==> src/rtl/audio_fetch_arbiter.sv <==
// audio_fetch_arbiter
// Shares one VRAM/TILE read port among CHANNELS audio mixer channels.
// Each channel's fetch request level is registered and edge-detected; a
// rising edge marks the channel pending and captures its sample address.
// Pending channels are granted round-robin, only in cycles where the memory
// port is free (slot_i) and fetching is enabled. Each returned word lands in
// the requesting channel's word register with a one-cycle valid pulse.
//
// Ports:
//   clk, reset_n_i        clock, asynchronous active-low reset
//   enable_i              low blocks new grants (in-flight reads complete)
//   fetch_i, addr_i       per-channel request level and packed address
//   word_o, word_valid_o  per-channel last fetched word and update pulse
//   slot_i                memory port free this cycle
//   mem_sel_o, mem_addr_o read request and address to the memory arbiter
//   mem_ack_i, mem_data_i read completion and data (same cycle)
//   overrun_o             sticky per-channel overrun flags
//   overrun_clr_i         clears overrun_o (and timeout_o)
//   timeout_o             sticky watchdog flag (tied 0 unless enabled)
//
// Optional feature: define AUDIO_FETCH_TIMEOUT_EN to add a 6-bit watchdog
// that abandons a read after 63 cycles in REQ without mem_ack_i.

module audio_fetch_arbiter #(
  parameter int CHANNELS = 4,
  parameter int ADDR_W   = 16,
  parameter int DATA_W   = 16
) (
  input  logic                       clk,
  input  logic                       reset_n_i,
  input  logic                       enable_i,
  input  logic [CHANNELS-1:0]        fetch_i,
  input  logic [CHANNELS*ADDR_W-1:0] addr_i,
  output logic [CHANNELS*DATA_W-1:0] word_o,
  output logic [CHANNELS-1:0]        word_valid_o,
  input  logic                       slot_i,
  output logic                       mem_sel_o,
  output logic [ADDR_W-1:0]          mem_addr_o,
  input  logic                       mem_ack_i,
  input  logic [DATA_W-1:0]          mem_data_i,
  output logic [CHANNELS-1:0]        overrun_o,
  input  logic                       overrun_clr_i,
  output logic                       timeout_o
);

  localparam int IDX_W = (CHANNELS > 1) ? $clog2(CHANNELS) : 1;

  typedef enum logic {IDLE, REQ} state_t;

  state_t                      state_q, state_d;
  logic [CHANNELS-1:0]         fetch_q, fetch_d;
  logic [CHANNELS-1:0]         fetch_prev_q, fetch_prev_d;
  logic [CHANNELS*ADDR_W-1:0]  addr_q, addr_d;
  logic [ADDR_W-1:0]           req_addr_q [CHANNELS];
  logic [ADDR_W-1:0]           req_addr_d [CHANNELS];
  logic [CHANNELS-1:0]         pending_q, pending_d;
  logic [CHANNELS-1:0]         overrun_q, overrun_d;
  logic [IDX_W-1:0]            grant_q, grant_d;
  logic [IDX_W-1:0]            last_grant_q, last_grant_d;
  logic                        mem_sel_q, mem_sel_d;
  logic [ADDR_W-1:0]           mem_addr_q, mem_addr_d;
  logic [DATA_W-1:0]           word_q [CHANNELS];
  logic [DATA_W-1:0]           word_d [CHANNELS];
  logic [CHANNELS-1:0]         word_valid_q, word_valid_d;

  logic [CHANNELS-1:0]         rise;
  logic [CHANNELS-1:0]         done_clr;
  logic [CHANNELS-1:0]         ovr_set;
  logic                        sel_found;
  logic [IDX_W-1:0]            sel_idx;
  int                          cand;

`ifdef AUDIO_FETCH_TIMEOUT_EN
  logic [5:0]                  wd_q, wd_d;
  logic                        timeout_q, timeout_d;
`endif

  always_comb begin
    state_d      = state_q;
    fetch_d      = fetch_i;
    fetch_prev_d = fetch_q;
    addr_d       = addr_i;
    req_addr_d   = req_addr_q;
    grant_d      = grant_q;
    last_grant_d = last_grant_q;
    mem_sel_d    = mem_sel_q;
    mem_addr_d   = mem_addr_q;
    word_d       = word_q;
    word_valid_d = '0;
    done_clr     = '0;
    ovr_set      = '0;
    sel_found    = 1'b0;
    sel_idx      = '0;
    cand         = 0;
`ifdef AUDIO_FETCH_TIMEOUT_EN
    wd_d         = wd_q;
    timeout_d    = overrun_clr_i ? 1'b0 : timeout_q;
`endif

    // Edge detect on the registered request so the captured address is the
    // one sampled together with the rising level.
    rise = fetch_q & ~fetch_prev_q;

    // Circular search for the first pending channel after the last grant.
    for (int i = 1; i <= CHANNELS; i++) begin
      cand = int'(last_grant_q) + i;
      if (cand >= CHANNELS) cand = cand - CHANNELS;
      if (!sel_found && pending_q[cand]) begin
        sel_found = 1'b1;
        sel_idx   = IDX_W'(cand);
      end
    end

    case (state_q)
      IDLE: begin
        if (enable_i && slot_i && sel_found) begin
          state_d    = REQ;
          mem_sel_d  = 1'b1;
          mem_addr_d = req_addr_q[sel_idx];
          grant_d    = sel_idx;
`ifdef AUDIO_FETCH_TIMEOUT_EN
          wd_d       = '0;
`endif
        end
      end
      REQ: begin
        if (mem_ack_i) begin
          word_d[grant_q]       = mem_data_i;
          word_valid_d[grant_q] = 1'b1;
          done_clr[grant_q]     = 1'b1;
          mem_sel_d             = 1'b0;
          last_grant_d          = grant_q;
          state_d               = IDLE;
        end
`ifdef AUDIO_FETCH_TIMEOUT_EN
        // wd_q counts completed REQ cycles; the 63rd cycle abandons the read.
        else if (wd_q == 6'd62) begin
          done_clr[grant_q] = 1'b1;
          mem_sel_d         = 1'b0;
          last_grant_d      = grant_q;
          timeout_d         = 1'b1;
          state_d           = IDLE;
        end else begin
          wd_d = wd_q + 6'd1;
        end
`endif
      end
      default: state_d = IDLE;
    endcase

    // A fresh edge beats a completing read on the same channel: the request
    // stays pending with the new address and is not counted as an overrun.
    for (int c = 0; c < CHANNELS; c++) begin
      if (rise[c]) begin
        req_addr_d[c] = addr_q[c*ADDR_W +: ADDR_W];
        if (pending_q[c] && !done_clr[c]) ovr_set[c] = 1'b1;
      end
    end

    pending_d = (pending_q & ~done_clr) | rise;
    overrun_d = (overrun_q & ~{CHANNELS{overrun_clr_i}}) | ovr_set;
  end

  always_ff @(posedge clk or negedge reset_n_i) begin
    if (!reset_n_i) begin
      state_q      <= IDLE;
      fetch_q      <= '0;
      fetch_prev_q <= '0;
      addr_q       <= '0;
      req_addr_q   <= '{default: '0};
      pending_q    <= '0;
      overrun_q    <= '0;
      grant_q      <= '0;
      last_grant_q <= IDX_W'(CHANNELS - 1);
      mem_sel_q    <= 1'b0;
      mem_addr_q   <= '0;
      word_q       <= '{default: '0};
      word_valid_q <= '0;
`ifdef AUDIO_FETCH_TIMEOUT_EN
      wd_q         <= '0;
      timeout_q    <= 1'b0;
`endif
    end else begin
      state_q      <= state_d;
      fetch_q      <= fetch_d;
      fetch_prev_q <= fetch_prev_d;
      addr_q       <= addr_d;
      req_addr_q   <= req_addr_d;
      pending_q    <= pending_d;
      overrun_q    <= overrun_d;
      grant_q      <= grant_d;
      last_grant_q <= last_grant_d;
      mem_sel_q    <= mem_sel_d;
      mem_addr_q   <= mem_addr_d;
      word_q       <= word_d;
      word_valid_q <= word_valid_d;
`ifdef AUDIO_FETCH_TIMEOUT_EN
      wd_q         <= wd_d;
      timeout_q    <= timeout_d;
`endif
    end
  end

  for (genvar g = 0; g < CHANNELS; g++) begin : g_word
    assign word_o[g*DATA_W +: DATA_W] = word_q[g];
  end

  assign word_valid_o = word_valid_q;
  assign mem_sel_o    = mem_sel_q;
  assign mem_addr_o   = mem_addr_q;
  assign overrun_o    = overrun_q;

`ifdef AUDIO_FETCH_TIMEOUT_EN
  assign timeout_o = timeout_q;
`else
  assign timeout_o = 1'b0;
`endif

endmodule

==> config.mk <==
export PLATFORM = sky130hd
export DESIGN_NAME = audio_fetch_arbiter
export DESIGN_NICKNAME = d
export VERILOG_FILES = /design/src/rtl/audio_fetch_arbiter.sv
export SDC_FILE = /design/constraint.sdc
export NUM_CORES = 1
export LEC_CHECK = 0
export CAP_MARGIN = 20
export CELL_PAD_IN_SITES_DETAIL_PLACEMENT = 1
export CELL_PAD_IN_SITES_GLOBAL_PLACEMENT = 1
export CORE_ASPECT_RATIO = 1.75
export CORE_MARGIN = 10
export CORE_UTILIZATION = 37
export DETAILED_ROUTE_END_ITERATION = 12
export PLACE_DENSITY_LB_ADDON = 0.1
export SYNTH_ARGS = -nofsm -noshare
export SYNTH_HDL_FRONTEND = slang
export SYNTH_SLANG_ARGS = --single-unit
==> constraint.sdc <==
create_clock -name clk -period 1.77 [get_ports clk]
set_input_delay 0.2655 -clock clk [delete_from_list [all_inputs] [get_ports clk]]
set_output_delay 0.2655 -clock clk [all_outputs]
set_load 0.02 [all_outputs]
==> run summary, run 1 <==
Status: finished, violations left
Failing checks: setup timing
Syn nets: 736
Layout Nets: 952
Iter 0 DRT Violations: 202
Core box area: 22700 sq um
Period utilization: 108%
DIE AREA: 29700 sq um
Clock Latency Late Sink: 0.51 ns
Post-DP HPWL: 18100 um
Largest stage delay, worst path: 0.57 ns
Worst Tran Pin Value: 0.647 ns
Crit-path max FO: 13
Row cnt: 73
Largest net degree at the start of global routing: 58
Post-route insts no fill: 1177
Arrival time worst endpoint: 2.30 ns
First-pass GRT wire length: 37500 um
Fmax: 521 MHz
Yosys reg bits: 234
Final-report setup violation count: 16
H-tree depth: 1
P_leak: 5.95 nW
Worst Hold Class: input pin to flip-flop
CTS clock-pin slew for the worst setup and hold paths: 0.07 ns
R2R Setup Slk: -0.15 ns
Crit Path Class: flip-flop to flip-flop
DR pass1 iterations: 4
WL per Instance: 20.7 um
Clk sinks: 234
Mapped cell area: 8520 sq um
Buffers added on ports: 178
Top-Level Pins: 180
Startpoint type of the worst setup path: flip-flop
Crit path required time: 2.15 ns
CTS tree: yes
Vias: 5700
DP Cell Count: 1129
GRT overflow: 0
Sequential share of the synthesized area: 68.8%
Final Cell Area: 12000 sq um
Vias in the first global route: 6517
DRC: 0
Library cells used by synthesis: 34
Antenna diode count: 0
Vias per inst: 4.84
Pwr per Cell Area: 1590 nW/um^2
Initial core utilization: 37.4%
WL final: 24400 um
RSZ-0062 raised after global routing: yes
Area grow syn2layout: 40.7%
Dpl cell area: 11000 sq um
Die width: 135 um
Worst Setup End Kind: flip-flop
Slowest CP cell: dfstp_2
Longest Clk Path Bufs: 3
Share of cells above drive strength 1: 22.0%
Slew Limit Headroom: 56.9%
Worst VDD drop: 0.000941 V
Maxcap violations: 0
GP Congestion: 0.832
Max-slew violations: 0
Final Hold Fails: 0
# fillers: 2297
Die H: 221 um
Total track usage: 16.2%
Setup slack after layout: -0.148 ns
Initial antenna violation count: 0
Minimum clock period: 1.92 ns
Final core occ: 52.7%
Total power: 19.1 mW
Cts bufs inserted: 22
Synth Instances: 646
CP Cell Sequence: nand2b_4 -> o21ai_4 -> a221oi_4 -> buf_12 -> mux2i_1 -> buf_4 -> o211ai_2
Clock root buffer: clkbuf_16
Final TNS setup: -1.92 ns
Antenna Nets Post-Route: 0
Yosys warns: 0
Syn avg cell area: 13.2 sq um
Skew final: 0.0125 ns
==> area by class of cell <==
class	instances	area (sq um)	area share, %
clock buffer	31	626	5.22
tap	300	375	3.13
clock inverter	8	48.8	0.407
multi-input combinational	369	2630	21.9
timing repair buffer	225	2410	20.1
sequential	234	5860	48.9
inverter	10	37.5	0.313
==> kinds of logic (layout without fill, tap and decap cells) <==
| group | after synthesis | in the layout | share of synthesized area (%) |
|---|---|---|---|
| AND/OR/NAND/NOR | 222 | 222 | 10.7 |
| AO/OA/AOI/OAI | 33 | 33 | 3.42 |
| flip-flops | 234 | 234 | 68.8 |
| buffers and inverters | 43 | 274 | 2.37 |
| other | 1 | 1 | 0.0440 |
| multiplexers | 113 | 113 | 14.7 |
==> timing repair <==
| action | 4_1_cts | 5_1_grt |
|---|---|---|
| hold buffers | 1 | 0 |
| resized for setup | 41 | 54 |
| endpoints found under the setup margin | 44 | 63 |
| cloned | 2 | 0 |
| endpoints found under the hold margin | 49 | 0 |
| setup buffers | 4 | 1 |
| pin swaps | 2 | 1 |
==> cells in the mapped netlist <==
cell      number  share of area [%]
nand2_1      171                7.5
conb_1         1              0.044
nor2_1         4               0.18
a211oi_1       1              0.088
a221oi_2       1               0.18
inv_2          2              0.088
a211o_1        1               0.10
nor3_2         1               0.12
or2_1          2               0.15
buf_6          3               0.40
clkbuf_1      23                1.0
buf_2          2               0.12
mux2_2        68                9.0
inv_1          7               0.31
nand2b_1       3               0.22
a211oi_2       1               0.15
o21a_1         1              0.088
o211ai_2       9                1.3
clkinv_1       1              0.044
buf_4          4               0.35
o21ai_1        1              0.059
nand4_1        1              0.074
o22ai_1        2               0.15
nor2b_1        4               0.29
mux2_1        29                3.8
dfstp_2        2               0.62
dfrtp_1      232                 68
mux2i_1       16                1.9
a221o_1        1               0.12
a21o_1         3               0.26
o211ai_1       7               0.62
buf_1          1              0.044
o21ai_0        5               0.29
nand3_1       36                2.1
==> metal layers <==
| layer | global-route usage, % | up-vias | part of all wire (%) |
|---|---|---|---|
| met5 | 0 | - | 0 |
| met4 | 5.57 | 0 | 2.7 |
| met3 | 3.20 | 37 | 4.5 |
| met2 | 32.7 | 150 | 58 |
| met1 | 15.7 | 2930 | 35 |
| li1 | - | 2583 | - |
==> metrics by stage <==
stage	setup WS [ns]	hold WS (ns)
finish	-0.148	0.193
floorplan	0.000497	-0.0301
global placement	-0.141	0.223
detailed placement	-0.193	0.228
global route	-0.223	0.183
CTS	-0.134	0.177
==> registers in the layout, indices dropped and copies added (netlist names) <==
name and count:
word_valid_o 4, mem_sel_o 1, addr_q 64, overrun_o 4, grant_q 2, last_grant_q 2, mem_addr_o 16, word_o 64
fetch_prev_q 4, fetch_prev_d 4, state_q 1, req_addr_q 64, pending_q 4
==> power breakdown <==
group	internal, mW	switching (mW)	total [mW]
Clock	2.47	1.95	4.43
Sequential	6.61	0.823	7.44
Combinational	3.62	3.62	7.24
==> path summary, 6_finish.rpt <==
path,startpoint,endpoint,cells past startpoint
worst min-delay path,addr_i[29],addr_q[29],1
min in group asynchronous,reset_n_i,word_o[47],2
worst max register to register,last_grant_q[0],mem_addr_o[11],7
worst min register to register,fetch_prev_d[2],fetch_prev_q[2],0
max in group asynchronous,reset_n_i,addr_q[60],3
worst max-delay path,last_grant_q[0],mem_addr_o[11],7
==> cell usage in the layout, fill, tap and decap left out, drive strengths merged, types with 3 or more instances in the layout <==
cell type        n
clkbuf          31
clkinv           7
nand2b           3
buf             47
nor2             4
dlymetal6s2s    46
clkdlybuf4s50  103
mux2            97
nand3           36
a21o             3
dlygate4sd2     28
o21ai            6
nor2b            4
mux2i           16
inv              9
dfrtp          232
o211ai          16
nand2          171
==> critical path, delay by kind of cell, from the launching register on <==
kind                   cells  cell delay (ns)
flip-flops                 1             0.57
AO/OA/AOI/OAI              3             0.44
buffers and inverters      2             0.37
multiplexers               1             0.25
AND/OR/NAND/NOR            1             0.15
(Power assumes the default switching activity.)
==> run 2, diff against run 1 <==
==> config.mk (replaced) <==
export PLATFORM = sky130hd
export DESIGN_NAME = audio_fetch_arbiter
export DESIGN_NICKNAME = d
export VERILOG_FILES = /design/src/rtl/audio_fetch_arbiter.sv
export SDC_FILE = /design/constraint.sdc
export NUM_CORES = 1
export LEC_CHECK = 0
export CAP_MARGIN = 20
export CORE_ASPECT_RATIO = 1.75
export CORE_MARGIN = 10
export CORE_UTILIZATION = 46
export DETAILED_ROUTE_END_ITERATION = 12
export HOLD_SLACK_MARGIN = 0.08
export PLACE_DENSITY = 0.76
export SYNTH_ARGS = -nofsm -noshare
export SYNTH_HDL_FRONTEND = slang
export SYNTH_SLANG_ARGS = --single-unit
==> run summary, run 2 (synthesis results as in run 1) <==
WL final: 21300 um (was 24400 um)
GP Congestion: 0.900 (was 0.832)
Startpoint type of the worst setup path: flip-flop (unchanged)
CTS tree: yes (unchanged)
Worst VDD drop: 0.00112 V (was 0.000941 V)
DRC: 0 (unchanged)
Vias: 5591 (was 5700)
Clock root buffer: clkbuf_16 (unchanged)
Core box area: 18100 sq um (was 22700 sq um)
Setup slack after layout: -0.105 ns (was -0.148 ns)
Area grow syn2layout: 38.7% (was 40.7%)
Period utilization: 106% (was 108%)
Fmax: 533 MHz (was 521 MHz)
R2R cell count: 7 (unchanged)
Crit Path Class: flip-flop to flip-flop (unchanged)
Final Cell Area: 11800 sq um (was 12000 sq um)
Longest Clk Path Bufs: 3 (unchanged)
Antenna Nets Post-Route: 0 (unchanged)
Most frequent cells in the layout: 231 x dfrtp_1, 171 x nand2_1, 112 x clkdlybuf4s50_1, 68 x mux2_2, 36 x nand3_1 (was 231 x dfrtp_1, 171 x nand2_1, 103 x clkdlybuf4s50_1, 66 x mux2_2, 46 x dlymetal6s2s_1)
First-pass GRT wire length: 33300 um (was 37500 um)
CTS clock-pin slew for the worst setup and hold paths: 0.07 ns (about the same)
Crit path required time: 2.19 ns (was 2.15 ns)
Minimum clock period: 1.87 ns (was 1.92 ns)
Vias per inst: 5.06 (was 4.84)
Final Hold Fails: 0 (unchanged)
Worst path bufs/invs: 2 (unchanged)
Worst Tran Pin Value: 1.02 ns (was 0.647 ns)
Worst setup startpoint: last_grant_q[0] (unchanged)
Die width: 123 um (was 135 um)
Initial core utilization: 47.0% (was 37.4%)
Top-Level Pins: 180 (unchanged)
Row cnt: 65 (was 73)
Routed length on met3: 1250 um (was 1100 um)
Initial antenna violation count: 0 (unchanged)
CP Cell Sequence: nand2b_4 -> o21ai_4 -> a221oi_4 -> buf_12 -> buf_12 -> mux2_4 -> o211ai_2 (was nand2b_4 -> o21ai_4 -> a221oi_4 -> buf_12 -> mux2i_1 -> buf_4 -> o211ai_2)
Arrival time worst endpoint: 2.29 ns (was 2.30 ns)
DR pass1 iterations: 6 (was 4)
Clk sinks: 234 (unchanged)
Skew final: 0.0160 ns (was 0.0125 ns)
Status: finished, violations left (unchanged)
Vias in the first global route: 6146 (was 6517)
Failing checks: setup timing (unchanged)
Share of cells above drive strength 1: 21.3% (was 22.0%)
FF-to-FF Start: last_grant_q[0] (unchanged)
Slew Limit Headroom: 31.7% (was 56.9%)
Iter 0 DRT Violations: 504 (was 202)
RSZ-0062 raised after global routing: yes (unchanged)
Die H: 200 um (was 221 um)
Largest net degree at the start of global routing: 53 (was 58)
Critical Path Stages: 7 (unchanged)
Met2 wire length: 11700 um (was 14200 um)
P_leak: 5.80 nW (was 5.95 nW)
Worst Hold Class: input pin to flip-flop (unchanged)
Antenna diode count: 0 (unchanged)
DRT met1 WL: 7880 um (was 8450 um)
Total track usage: 17.4% (was 16.2%)
Dpl cell area: 10900 sq um (was 11000 sq um)
Maxcap violations: 0 (unchanged)
Post-DP HPWL: 15400 um (was 18100 um)
Largest stage delay, worst path: 0.57 ns (about the same)
Most frequent CP cell: buf_12
Clock Latency Late Sink: 0.51 ns (about the same)
Worst Setup End Kind: flip-flop (unchanged)
Worst R2R End: mem_addr_o[14] (was mem_addr_o[11])
DIE AREA: 24600 sq um (was 29700 sq um)
Crit-path max FO: 15 (was 13)
Pwr per Cell Area: 1600 nW/um^2 (was 1590 nW/um^2)
Final TNS setup: -1.23 ns (was -1.92 ns)
Final-report setup violation count: 16 (unchanged)
# fillers: 1353 (was 2297)
Crit-path leading delay family: flip-flops (unchanged)
Commonest non-fill, non-tap cell in the layout: dfrtp_1 (unchanged)
R2R Setup Slk: -0.10 ns (was -0.15 ns)
WL per Instance: 19.3 um (was 20.7 um)
Cts bufs inserted: 21 (was 22)
Layout Nets: 945 (was 952)
Slowest CP cell: dfstp_2 (unchanged)
H-tree depth: 1 (unchanged)
Highest routed layer: met4 (unchanged)
Max-slew violations: 0 (unchanged)
End of the critical path: mem_addr_o[14] (was mem_addr_o[11])
Buffers added on ports: 178 (unchanged)
GRT overflow: 0 (unchanged)
-- run 2: cell count changes in the layout (fill, tap and decap cells not counted), sizes merged, moves of 2 or more --
cell / previous run / this run
dlygate4sd2: 28 / 30
buf: 47 / 40
clkdlybuf4s50: 103 / 112
inv: 9 / 12
bufinv: 0 / 3
dlymetal6s2s: 46 / 35
clkbuf: 31 / 26
-- run 2: final cells by class --
type                       count  area, sq um  share of cell area [%]
inverter                      10         37.5                   0.318
timing repair buffer         219         2320                    19.6
tap                          234          293                    2.48
clock buffer                  25          561                    4.75
clock inverter                13          163                    1.38
sequential                   234         5860                    49.6
multi-input combinational    369         2580                    21.9
-- run 2: timing repair --
| action | 4_1_cts | 5_1_grt |
|---|---|---|
| hold buffers | 1 | 0 |
| buffers inserted | 2 | 1 |
| gates cloned | 1 | 1 |
| setup endpoints to repair | 46 | 51 |
| gates resized for setup | 39 | 37 |
| pin swaps | 4 | 0 |
| endpoints found under the hold margin | 129 | 0 |
-- run 2: power breakdown --
group / internal, mW / switching, mW / total [mW]
Clock: 2.74 / 1.98 / 4.72
Combinational: 3.35 / 3.40 / 6.75
Sequential: 6.61 / 0.792 / 7.40
-- run 2: stage by stage --
stage / hold WS, ns / cells / setup WS [ns] / total power, mW / util [%]
global placement: 0.220 / 1060 / -0.117 / 13.9 / 60.2
floorplan: -0.0301 / 646 / 0.000497 / 10.8 / -
CTS: 0.175 / 1102 / -0.103 / 19.0 / 64.4
detailed placement: 0.215 / 1060 / -0.157 / 14.1 / 60.2
global route: 0.177 / 1104 / -0.155 / 19.9 / 65.1
finish: 0.194 / 1104 / -0.105 / 18.9 / 65.1
-- run 2: worst min path at each step --
stage,startpoint,slack [ns],cells past startpoint,endpoint
6_report,addr_i[30],0.19,1,addr_q[30]
5_1_grt,addr_i[30],0.18,1,addr_q[30]
4_1_cts,addr_i[30],0.18,1,addr_q[30]
3_5_place_dp,reset_n_i,0.22,1,word_o[31]
3_3_place_gp,reset_n_i,0.22,1,word_o[19]
2_1_floorplan,reset_n_i,-0.03,0,addr_q[0]
-- run 2: routing by layer --
metal	vias up	track usage [%]
met5	-	0
met1	2761	19.2
met3	34	3.21
met4	0	5.39
li1	2582	-
met2	214	32.5
-- run 2: worst reg2reg max path: stages (launching register included) --
cell and delay, ns:
dfstp_2 0.57, nand2b_4 0.14, o21ai_4 0.06, a221oi_4 0.30
buf_12 0.21, buf_12 0.15, mux2_4 0.30, o211ai_2 0.06
